`src/rtl/hazard_pkg.sv`:
```
// Shared encodings for the pipeline hazard controller: forwarding mux codes
// and controller state.
package hazard_pkg;

  typedef enum logic [1:0] {
    FWD_RF    = 2'b00,
    FWD_ALU_M = 2'b01,
    FWD_WB_W  = 2'b10,
    FWD_LD_M  = 2'b11
  } fwd_e_t;

  typedef enum logic [1:0] {
    FWDD_RF    = 2'b00,
    FWDD_ALU_E = 2'b01,
    FWDD_ALU_M = 2'b10
  } fwd_d_t;

  typedef enum logic {
    IDLE    = 1'b0,
    MC_BUSY = 1'b1
  } hz_state_e;

endpackage

```
`src/rtl/hazard_src_match.sv`:
```
// Per-source-operand hazard detection: E-stage forward code, D-stage bypass
// code and load-use hit against the load currently in E.
module hazard_src_match
  import hazard_pkg::*;
#(
  parameter int AW = 5
) (
  input  logic [AW-1:0] srcE,
  input  logic [AW-1:0] srcD,
  input  logic [AW-1:0] rdAddrE,
  input  logic [AW-1:0] rdAddrM,
  input  logic [AW-1:0] rdAddrW,
  input  logic          rdWrenE,
  input  logic          rdWrenM,
  input  logic          rdWrenW,
  input  logic          wbSelM,
  input  logic          ldE,
  output logic [1:0]    fwdE,
  output logic [1:0]    fwdD,
  output logic          luHit
);

  // x0 never forwards; the younger producer (M over W, E over M) wins.
  always_comb begin
    fwdE = FWD_RF;
    if (srcE != '0) begin
      if (rdWrenM && (rdAddrM == srcE))
        fwdE = wbSelM ? FWD_LD_M : FWD_ALU_M;
      else if (rdWrenW && (rdAddrW == srcE))
        fwdE = FWD_WB_W;
    end
  end

  always_comb begin
    fwdD = FWDD_RF;
    if (srcD != '0) begin
      if (rdWrenE && (rdAddrE == srcD))
        fwdD = FWDD_ALU_E;
      else if (rdWrenM && (rdAddrM == srcD))
        fwdD = FWDD_ALU_M;
    end
  end

  assign luHit = ldE & rdWrenE & (rdAddrE != '0) & (srcD == rdAddrE);

endmodule

```
`src/rtl/hazard_ctrl_unit.sv`:
```
// Hazard controller for the 5-stage core: forwarding, load-use stall, branch
// flush and multi-cycle execute freeze, plus a saturating stall-cycle counter.
//
//   state   | meaning
//   IDLE    | normal flow; load-use / branch / multi-cycle start decoded
//   MC_BUSY | multi-cycle op in E; F/D/E frozen until mc_done
module hazard_ctrl_unit
  import hazard_pkg::*;
#(
  parameter int AW    = 5,
  parameter int NSRC  = 2,
  parameter int CNT_W = 16
) (
  input  logic                 clk,
  input  logic                 rst_n,
  input  logic                 br_selE,
  input  logic                 ldE,
  input  logic                 wb_selM,
  input  logic                 rd_wrenE,
  input  logic                 rd_wrenM,
  input  logic                 rd_wrenW,
  input  logic [AW-1:0]        rd_addrE,
  input  logic [AW-1:0]        rd_addrM,
  input  logic [AW-1:0]        rd_addrW,
  input  logic [NSRC*AW-1:0]   rs_addrD,
  input  logic [NSRC*AW-1:0]   rs_addrE,
  input  logic                 mc_reqE,
  input  logic                 mc_done,
  output logic [NSRC*2-1:0]    fwdE_sel,
  output logic [NSRC*2-1:0]    fwdD_sel,
  output logic                 stallF,
  output logic                 stallD,
  output logic                 stallE,
  output logic                 flushD,
  output logic                 flushE,
  output logic                 mc_start,
  output logic [CNT_W-1:0]     stall_cnt
);

  hz_state_e         state, stateNext;
  logic [NSRC*2-1:0] fwdEC, fwdDC;
  logic [NSRC-1:0]   luHits;
  logic              luAny;
  logic              stallFC, stallDC, stallEC, flushDC, flushEC, mcStartC;
  logic [CNT_W-1:0]  stallCnt;

  for (genvar i = 0; i < NSRC; i++) begin : g_src
    hazard_src_match #(.AW(AW)) u_match (
      .srcE    (rs_addrE[i*AW +: AW]),
      .srcD    (rs_addrD[i*AW +: AW]),
      .rdAddrE (rd_addrE),
      .rdAddrM (rd_addrM),
      .rdAddrW (rd_addrW),
      .rdWrenE (rd_wrenE),
      .rdWrenM (rd_wrenM),
      .rdWrenW (rd_wrenW),
      .wbSelM  (wb_selM),
      .ldE     (ldE),
      .fwdE    (fwdEC[i*2 +: 2]),
      .fwdD    (fwdDC[i*2 +: 2]),
      .luHit   (luHits[i])
    );
  end

  assign luAny = |luHits;

  // Priority in IDLE: branch flush, then multi-cycle start, then load-use.
  always_comb begin
    stateNext = state;
    stallFC   = 1'b0;
    stallDC   = 1'b0;
    stallEC   = 1'b0;
    flushDC   = 1'b0;
    flushEC   = 1'b0;
    mcStartC  = 1'b0;
    case (state)
      IDLE: begin
        if (br_selE) begin
          flushDC = 1'b1;
          flushEC = 1'b1;
        end else if (mc_reqE) begin
          mcStartC  = 1'b1;
          stallFC   = 1'b1;
          stallDC   = 1'b1;
          stallEC   = 1'b1;
          stateNext = MC_BUSY;
        end else if (luAny) begin
          stallFC = 1'b1;
          stallDC = 1'b1;
          flushEC = 1'b1;
        end
      end
      MC_BUSY: begin
        if (mc_done) begin
          stateNext = IDLE;
        end else begin
          stallFC = 1'b1;
          stallDC = 1'b1;
          stallEC = 1'b1;
        end
      end
      default: stateNext = IDLE;
    endcase
  end

  always_ff @(posedge clk or negedge rst_n) begin
    if (!rst_n) begin
      state    <= IDLE;
      stallCnt <= '0;
    end else begin
      state <= stateNext;
      if (stallFC && (stallCnt != {CNT_W{1'b1}}))
        stallCnt <= stallCnt + 1'b1;
    end
  end

  // Everything is forced quiet while reset is held, including the
  // purely combinational forwarding selects.
  assign fwdE_sel  = rst_n ? fwdEC : '0;
  assign fwdD_sel  = rst_n ? fwdDC : '0;
  assign stallF    = rst_n & stallFC;
  assign stallD    = rst_n & stallDC;
  assign stallE    = rst_n & stallEC;
  assign flushD    = rst_n & flushDC;
  assign flushE    = rst_n & flushEC;
  assign mc_start  = rst_n & mcStartC;
  assign stall_cnt = stallCnt;

endmodule

```
`config.mk`:
```
export PLATFORM = sky130hd
export DESIGN_NAME = hazard_ctrl_unit
export DESIGN_NICKNAME = d
export VERILOG_FILES = /design/src/rtl/hazard_pkg.sv /design/src/rtl/hazard_src_match.sv /design/src/rtl/hazard_ctrl_unit.sv
export SDC_FILE = /design/constraint.sdc
export NUM_CORES = 1
export LEC_CHECK = 0
export ABC_CLOCK_PERIOD_IN_PS = 2350
export CAP_MARGIN = 5
export CELL_PAD_IN_SITES_DETAIL_PLACEMENT = 1
export CELL_PAD_IN_SITES_GLOBAL_PLACEMENT = 1
export CORE_ASPECT_RATIO = 1.2
export CORE_MARGIN = 1
export CORE_UTILIZATION = 31
export DETAILED_ROUTE_END_ITERATION = 6
export PLACE_DENSITY = 0.8
export SYNTH_ARGS = -nofsm -noshare
export SYNTH_HDL_FRONTEND = slang
export SYNTH_HIERARCHICAL = 1
export SYNTH_SLANG_ARGS = --single-unit
```
`constraint.sdc`:
```
create_clock -name clk -period 2.35 [get_ports clk]
set_input_delay 0.3525 -clock clk [delete_from_list [all_inputs] [get_ports clk]]
set_output_delay 0.3525 -clock clk [all_outputs]
set_load 0.05 [all_outputs]
```
==> flow_metrics.env, run 1 <==
export IMPL_worstMarginPinSlew_ps=674
export IMPL_cp_cell_sequence="buf_8, xor2_2, nor4_2, and3_1, o311a_1, nor3_2, o31a_4, nor2b_4, buf_12"
export IMPL_cp_slowest_cell="o31a_4"
export IMPL_startpoint_type="input pin"
export IMPL_grt_pass1_vias=1902
export IMPL_outcome="complete, but fails checks"
export IMPL_violations="negative setup slack"
export IMPL_synthFlopType="dfrtp_1"
export IMPL_final_cell_mix="38 x buf_4, 35 x clkdlybuf4s50_1, 25 x xor2_1"
export IMPL_r2r_start="stall_cnt[8]$_DFFE_PN0P_"
export IMPL_final_common_cell="buf_4"
export IMPL_antenna_found_initial=0
export IMPL_tns_ps=-93.6
export IMPL_fp_coreArea_um2=5330
export IMPL_drv_cap=0
export IMPL_drt_iter0_markers=79
export IMPL_globalplace_congestion=0.810
export IMPL_min_period_ps=2400
export IMPL_fmax_ghz=0.417
export IMPL_syn_area_um2=1730
export IMPL_leakagePower_nw=1.38
export IMPL_initial_core_util=0.325
export IMPL_syn_nets=222
export IMPL_cp_startpoint="rd_addrE[0]"
export IMPL_rsz0062_at_grt="yes"
export IMPL_cts_made_buffers=3
export IMPL_synth_simple_area_share=0.393
export IMPL_endpoint_kind="output port"
export IMPL_io_pins=75
export IMPL_finalNetCount=335
export IMPL_synth_top_family_by_area="simple AND/OR/NAND/NOR gates"
export IMPL_totalWireLength_mm=6.18
export IMPL_portBuffers=74
export IMPL_synthArstFlopShare=1.00
export IMPL_avgViaCountPerCell=5.18
export IMPL_arrival_ps=2040
export IMPL_clkPwrFrac=0.146
export IMPL_fin_skew_ps=5.99
export IMPL_cp_num_buf_inv=2
export IMPL_postRouteAntennaNets=0
export IMPL_p_sw_frac=0.453
export IMPL_overflow=0
export IMPL_vdd_ir_drop_max_mv=0.592
export IMPL_intPower_w=0.000850
export IMPL_place_ws_ps=-662
export IMPL_num_rows=29
export IMPL_grt_pass1_wl_mm=9.33
export IMPL_crit_required_ps=2000
export IMPL_cts_sinks=17
export IMPL_clkLatencyLatePin_ps=260
export IMPL_crit_type="in -> out"
export IMPL_powerDensity_nw_per_um2=496
export IMPL_slew_headroom=0.548
export IMPL_synth_edf_count=0
export IMPL_num_antenna_cells=0
export IMPL_synthCells=176
export IMPL_avgSynthCellArea_um2=9.85
export IMPL_synth_compound_area_frac=0.0375
export IMPL_hold_violations=0
export IMPL_drtPass1Iterations=4
export IMPL_crit_family="simple AND/OR/NAND/NOR gates"
export IMPL_synthDistinctLibCells=40
export IMPL_synth_xor_area_frac=0.263
export IMPL_synth_seq_area_share=0.245
export IMPL_wl_per_cell_um=17.6
export IMPL_fp_dieArea_um2=5900
export IMPL_p_sw_w=0.000705
export IMPL_min_path_type="in -> async"
export IMPL_die_h_um=83.9
export IMPL_syn_to_final_growth_pct=80.9
export IMPL_htree_levels=1
export IMPL_synth_fa_ha_area_frac=0.00722
export IMPL_die_x_um=70.3
export IMPL_synthMuxAreaShare=0.0281
export IMPL_drive_gt1_frac=0.375
export IMPL_combPwrFrac=0.558
export IMPL_clockBufferDepth=2
export IMPL_grt_util_all_layers=0.197
export IMPL_fin_crit_sh=1.02
export IMPL_cp_max_fo=4
export IMPL_cts_tree="done"
export IMPL_path_clk_slew_ps=70
export IMPL_cts_root_buf="clkbuf_8"
export IMPL_dpl_hpwl_mm=4.50
export IMPL_num_vias=1812
export IMPL_max_stage_delay_ps=300
export IMPL_setup_ws_ps=-47.0
export IMPL_synth_seq_cells=17
export IMPL_p_seq_frac=0.297
export IMPL_maxSlewViolCount=0
export IMPL_setup_violations=2
export IMPL_grt_max_degree=16
export IMPL_drc_errors=0
export IMPL_yosys_warnings=6
-- cells in the mapped netlist (all sizes together), types with 7 or more instances --
cell / number / area [um2]
nand3: 7 / 35.0
nor2: 10 / 55.1
xnor2: 24 / 210
nand4: 11 / 98.8
dfrtp: 17 / 425
nor3: 8 / 40.0
xor2: 28 / 245
and2: 10 / 62.6
nor4: 11 / 141
nand2: 9 / 33.8
-- stage by stage --
stage	std cells	hold WS, ps	area, um2	power (W)	utilization
floorplan	176	56.9	1750	0.000908	-
global placement	338	517	2890	0.00127	0.542
detailed placement	338	529	2890	0.00128	0.542
CTS	346	298	2960	0.00153	0.555
global route	350	321	3140	0.00163	0.588
finish	350	297	3140	0.00156	0.588
-- worst register-to-register path, cell delays in order, from the launching register on --
cell	delay [ps]
dfrtp_1	530
nand4_4	260
nor4_4	700
buf_4	290
nor3_1	70
xor2_1	160
-- power groups by stage --
stage	logic [W]	registers (W)	clock network [W]
after floorplan	0.000251	0.000658	0
after global placement	0.000802	0.000463	0
after detailed placement	0.000822	0.000461	0
after CTS	0.000831	0.000460	0.000235
after global routing	0.000907	0.000474	0.000248
final	0.000867	0.000462	0.000226
-- layout make-up --
cell class / instances / area (um2)
Sequential cell: 17 / 425
Multi-Input combinational cell: 154 / 1410
Timing Repair Buffer: 113 / 1180
Tap cell: 62 / 77.6
Fill cell: 571 / 2200
Clock buffer: 3 / 41.3
Clock inverter: 1 / 5.00
-- cells by family (layout without fill, tap and decap cells) --
family | count (synthesis) | in the layout
compound gates | 7 | 7
xor+xnor | 52 | 52
fa+ha+maj | 1 | 1
buf+inv | 5 | 117
flops | 17 | 17
mux | 4 | 4
simple gates | 90 | 90
-- path summary, 6_finish.rpt --
path,end,slack [ps],depth (start not counted)
hold reg to reg,stall_cnt[5]$_DFFE_PN0P_,550,1
setup reg to reg,stall_cnt[8]$_DFFE_PN0P_,220,5
setup / recovery,stallD,-50,9
hold / removal,state$_DFF_PN0_,300,1
min in group clk,stall_cnt[5]$_DFFE_PN0P_,550,1
max in group asynchronous,stall_cnt[6]$_DFFE_PN0P_,1640,2
-- timing repair --
action                     CTS  global route
hold buffers                 0             0
gates resized for setup     66            34
setup endpoints to repair   27            16
setup buffers                4             4
pin swaps                   16            19
-- layer usage --
metal	global-route usage	wire length, um	vias up
met4	0.0745	114	0
met2	0.356	3200	64
li1	-	-	856
met5	0	0	-
met3	0.0242	335	11
met1	0.234	2530	881
-- registers in the layout, summed over array words and instances (netlist names) --
register and flops:
stall_cnt 16, state 1
Note: power is estimated with default switching activity, not from simulation.
==> inputs of run 2 (changes only) <==
--- a/config.mk
+++ b/config.mk
@@ -5,15 +5,16 @@
 export SDC_FILE = /design/constraint.sdc
 export NUM_CORES = 1
 export LEC_CHECK = 0
-export ABC_CLOCK_PERIOD_IN_PS = 2350
+export ABC_CLOCK_PERIOD_IN_PS = 2100
 export CAP_MARGIN = 5
 export CELL_PAD_IN_SITES_DETAIL_PLACEMENT = 1
 export CELL_PAD_IN_SITES_GLOBAL_PLACEMENT = 1
 export CORE_ASPECT_RATIO = 1.2
-export CORE_MARGIN = 1
-export CORE_UTILIZATION = 31
+export CORE_MARGIN = 4
+export CORE_UTILIZATION = 28
 export DETAILED_ROUTE_END_ITERATION = 6
-export PLACE_DENSITY = 0.8
+export PLACE_DENSITY = 0.76
+export SLEW_MARGIN = 20
 export SYNTH_ARGS = -nofsm -noshare
 export SYNTH_HDL_FRONTEND = slang
 export SYNTH_HIERARCHICAL = 1
==> constraint.sdc (replaced) <==
create_clock -name clk -period 2.1 [get_ports clk]
set_input_delay 0.315 -clock clk [delete_from_list [all_inputs] [get_ports clk]]
set_output_delay 0.315 -clock clk [all_outputs]
set_load 0.05 [all_outputs]
==> run 2 against run 1 <==
  * Largest power group unchanged
  * Hold slack better by 220 ps
  * Routed wire length up 13%
  * Flip-flop and latch count unchanged
  * Clock power up 11%
  * Combinational power up 18%
  * The flow still finishes with violations (negative setup slack)
  * Highest routed layer unchanged
  * Final cell count up 7.4%
  * First-iteration DRC count down 53%
  * Core utilization down 2.9 points
  * Largest cell class unchanged
  * Via count up 1.6%
==> flow_metrics.env, run 2 (same netlist as run 1, synthesis figures left out) <==
export IMPL_setup_ws_ps=-268
export IMPL_startpoint_type="input pin"
export IMPL_htree_levels=1
export IMPL_worstMarginPinSlew_ps=534
export IMPL_cts_root_buf="clkbuf_8"
export IMPL_drtPass1Iterations=4
export IMPL_cts_made_buffers=3
export IMPL_hp_start="stall_cnt[0]$_DFFE_PN0P_"
export IMPL_num_vias=1841
export IMPL_crit_type="in -> out"
export IMPL_drt_iter0_markers=37
export IMPL_grt_util_all_layers=0.190
export IMPL_final_common_cell="buf_4"
export IMPL_die_x_um=79.8
export IMPL_avgViaCountPerCell=4.90
export IMPL_powerDensity_nw_per_um2=536
export IMPL_cts_hold_buffers=0
export IMPL_antenna_found_initial=0
export IMPL_fp_coreArea_um2=6010
export IMPL_clkLatencyLatePin_ps=260
export IMPL_io_pins=75
export IMPL_num_antenna_cells=0
export IMPL_outcome="complete, but fails checks"
export IMPL_final_cell_mix="37 x buf_4, 28 x clkdlybuf4s50_1, 25 x xor2_1"
export IMPL_die_h_um=94.2
export IMPL_arrival_ps=2050
export IMPL_globalplace_congestion=0.806
export IMPL_drive_gt1_frac=0.476
export IMPL_grt_pass1_wl_mm=11.0
export IMPL_dpl_hpwl_mm=5.16
export IMPL_wl_per_cell_um=18.5
export IMPL_violations="negative setup slack"
export IMPL_maxSlewViolCount=0
export IMPL_num_rows=31
export IMPL_largest_register_ffs=16
export IMPL_slew_headroom=0.643
export IMPL_instances_no_fill=376
export IMPL_grt_max_degree=18
export IMPL_cp_startpoint="rd_addrE[0]"
export IMPL_fin_skew_ps=9.70
export IMPL_fmax_ghz=0.422
export IMPL_path_clk_slew_ps=70
export IMPL_min_period_ps=2370
export IMPL_whs_ps=515
export IMPL_drv_cap=0
export IMPL_syn_to_final_growth_pct=93.9
export IMPL_r2r_start="stall_cnt[0]$_DFFE_PN0P_"
export IMPL_clockBufferDepth=2
export IMPL_grt_pass1_vias=2039
export IMPL_totalWireLength_mm=6.97
export IMPL_crit_required_ps=1780
export IMPL_endpoint_kind="output port"
export IMPL_finalNetCount=341
export IMPL_initial_core_util=0.288
export IMPL_portBuffers=74
export IMPL_cp_max_fo=3
export IMPL_placed_cells=362
export IMPL_leakagePower_nw=1.41
export IMPL_drc_errors=0
export IMPL_fp_dieArea_um2=7520
export IMPL_postRouteAntennaNets=0
export IMPL_hold_violations=0
export IMPL_overflow=0
export IMPL_rsz0062_at_grt="yes"
export IMPL_fin_crit_sh=1.13
export IMPL_setup_violations=15
export IMPL_cts_tree="done"
export IMPL_cts_sinks=17
export IMPL_vdd_ir_drop_max_mv=0.654
export IMPL_min_path_type="reg -> reg"
[run 2: cell types whose count changed in the layout (fill, tap and decap cells not counted), sizes merged]
cell / delta
buf: +6
clkbuf: +5
clkdlybuf4s15: +5
clkdlybuf4s50: -7
dlygate4sd2: +2
dlymetal6s2s: -5
[run 2: where the power goes]
part           leakage [nW]  switching (W)  internal (W)
sequential            0.217       0.000126      0.000403
combinational          1.16       0.000569      0.000452
clock                0.0255       0.000119      0.000132
total                  1.41       0.000815      0.000987
[run 2: path summary, 6_finish.rpt]
path	to	slack [ps]	cells past startpoint
hold reg to reg	stall_cnt[0]$_DFFE_PN0P_	520	1
max in group asynchronous	stall_cnt[7]$_DFFE_PN0P_	1290	2
hold / removal	stall_cnt[0]$_DFFE_PN0P_	520	1
setup / recovery	stallD	-270	9
setup reg to reg	stall_cnt[11]$_DFFE_PN0P_	140	6
min in group asynchronous	stall_cnt[0]$_DFFE_PN0P_	600	2
[run 2: area by class of cell]
cell class,count,area [um2]
Tap cell,82,103
Timing Repair Buffer,119,1240
Sequential cell,17,428
Clock inverter,1,5.00
Multi-Input combinational cell,154,1550
Fill cell,644,2650
Clock buffer,3,41.3
[run 2: metrics by stage]
| step | setup slack (ps) | area (um2) | setup TNS [ps] | total power [W] | util |
|---|---|---|---|---|---|
| final | -268 | 3360 | -1820 | 0.00180 | 0.559 |
| after CTS | -273 | 3270 | -1850 | 0.00179 | 0.544 |
| after floorplan | -337 | 1760 | -592 | 0.00103 | - |
| after global placement | -697 | 2970 | -12510 | 0.00143 | 0.494 |
| after global routing | -351 | 3360 | -3700 | 0.00189 | 0.559 |
| after detailed placement | -766 | 2970 | -13790 | 0.00146 | 0.494 |
[run 2: critical path, stage by stage]
cell,delay (ps)
buf_4,130
xor2_2,140
nor4_1,300
and3_1,240
o311a_1,210
nor3_2,50
o31a_4,300
nor2b_4,200
buf_12,160
[run 2: repair_timing]
item,CTS,global route
setup buffers,7,4
pin swaps,39,24
setup endpoints to repair,27,27
gates cloned,1,0
gates resized for setup,115,39
endpoints found under the hold margin,0,0
[run 2: per-layer routing]
metal,wire length [um],up-vias,GRT usage
met4,105,0,0.0521
met3,278,8,0.0211
li1,-,866,-
met5,0,-,0
met2,3820,60,0.347
met1,2770,907,0.233
==> inputs of run 3 (changes only) <==
--- a/config.mk
+++ b/config.mk
@@ -14,7 +14,6 @@
 export CORE_UTILIZATION = 28
 export DETAILED_ROUTE_END_ITERATION = 6
 export PLACE_DENSITY = 0.76
-export SLEW_MARGIN = 20
 export SYNTH_ARGS = -nofsm -noshare
 export SYNTH_HDL_FRONTEND = slang
 export SYNTH_HIERARCHICAL = 1
==> results of run 3 <==
No change in the layout: final DEF, timing and power equal those of run 2.
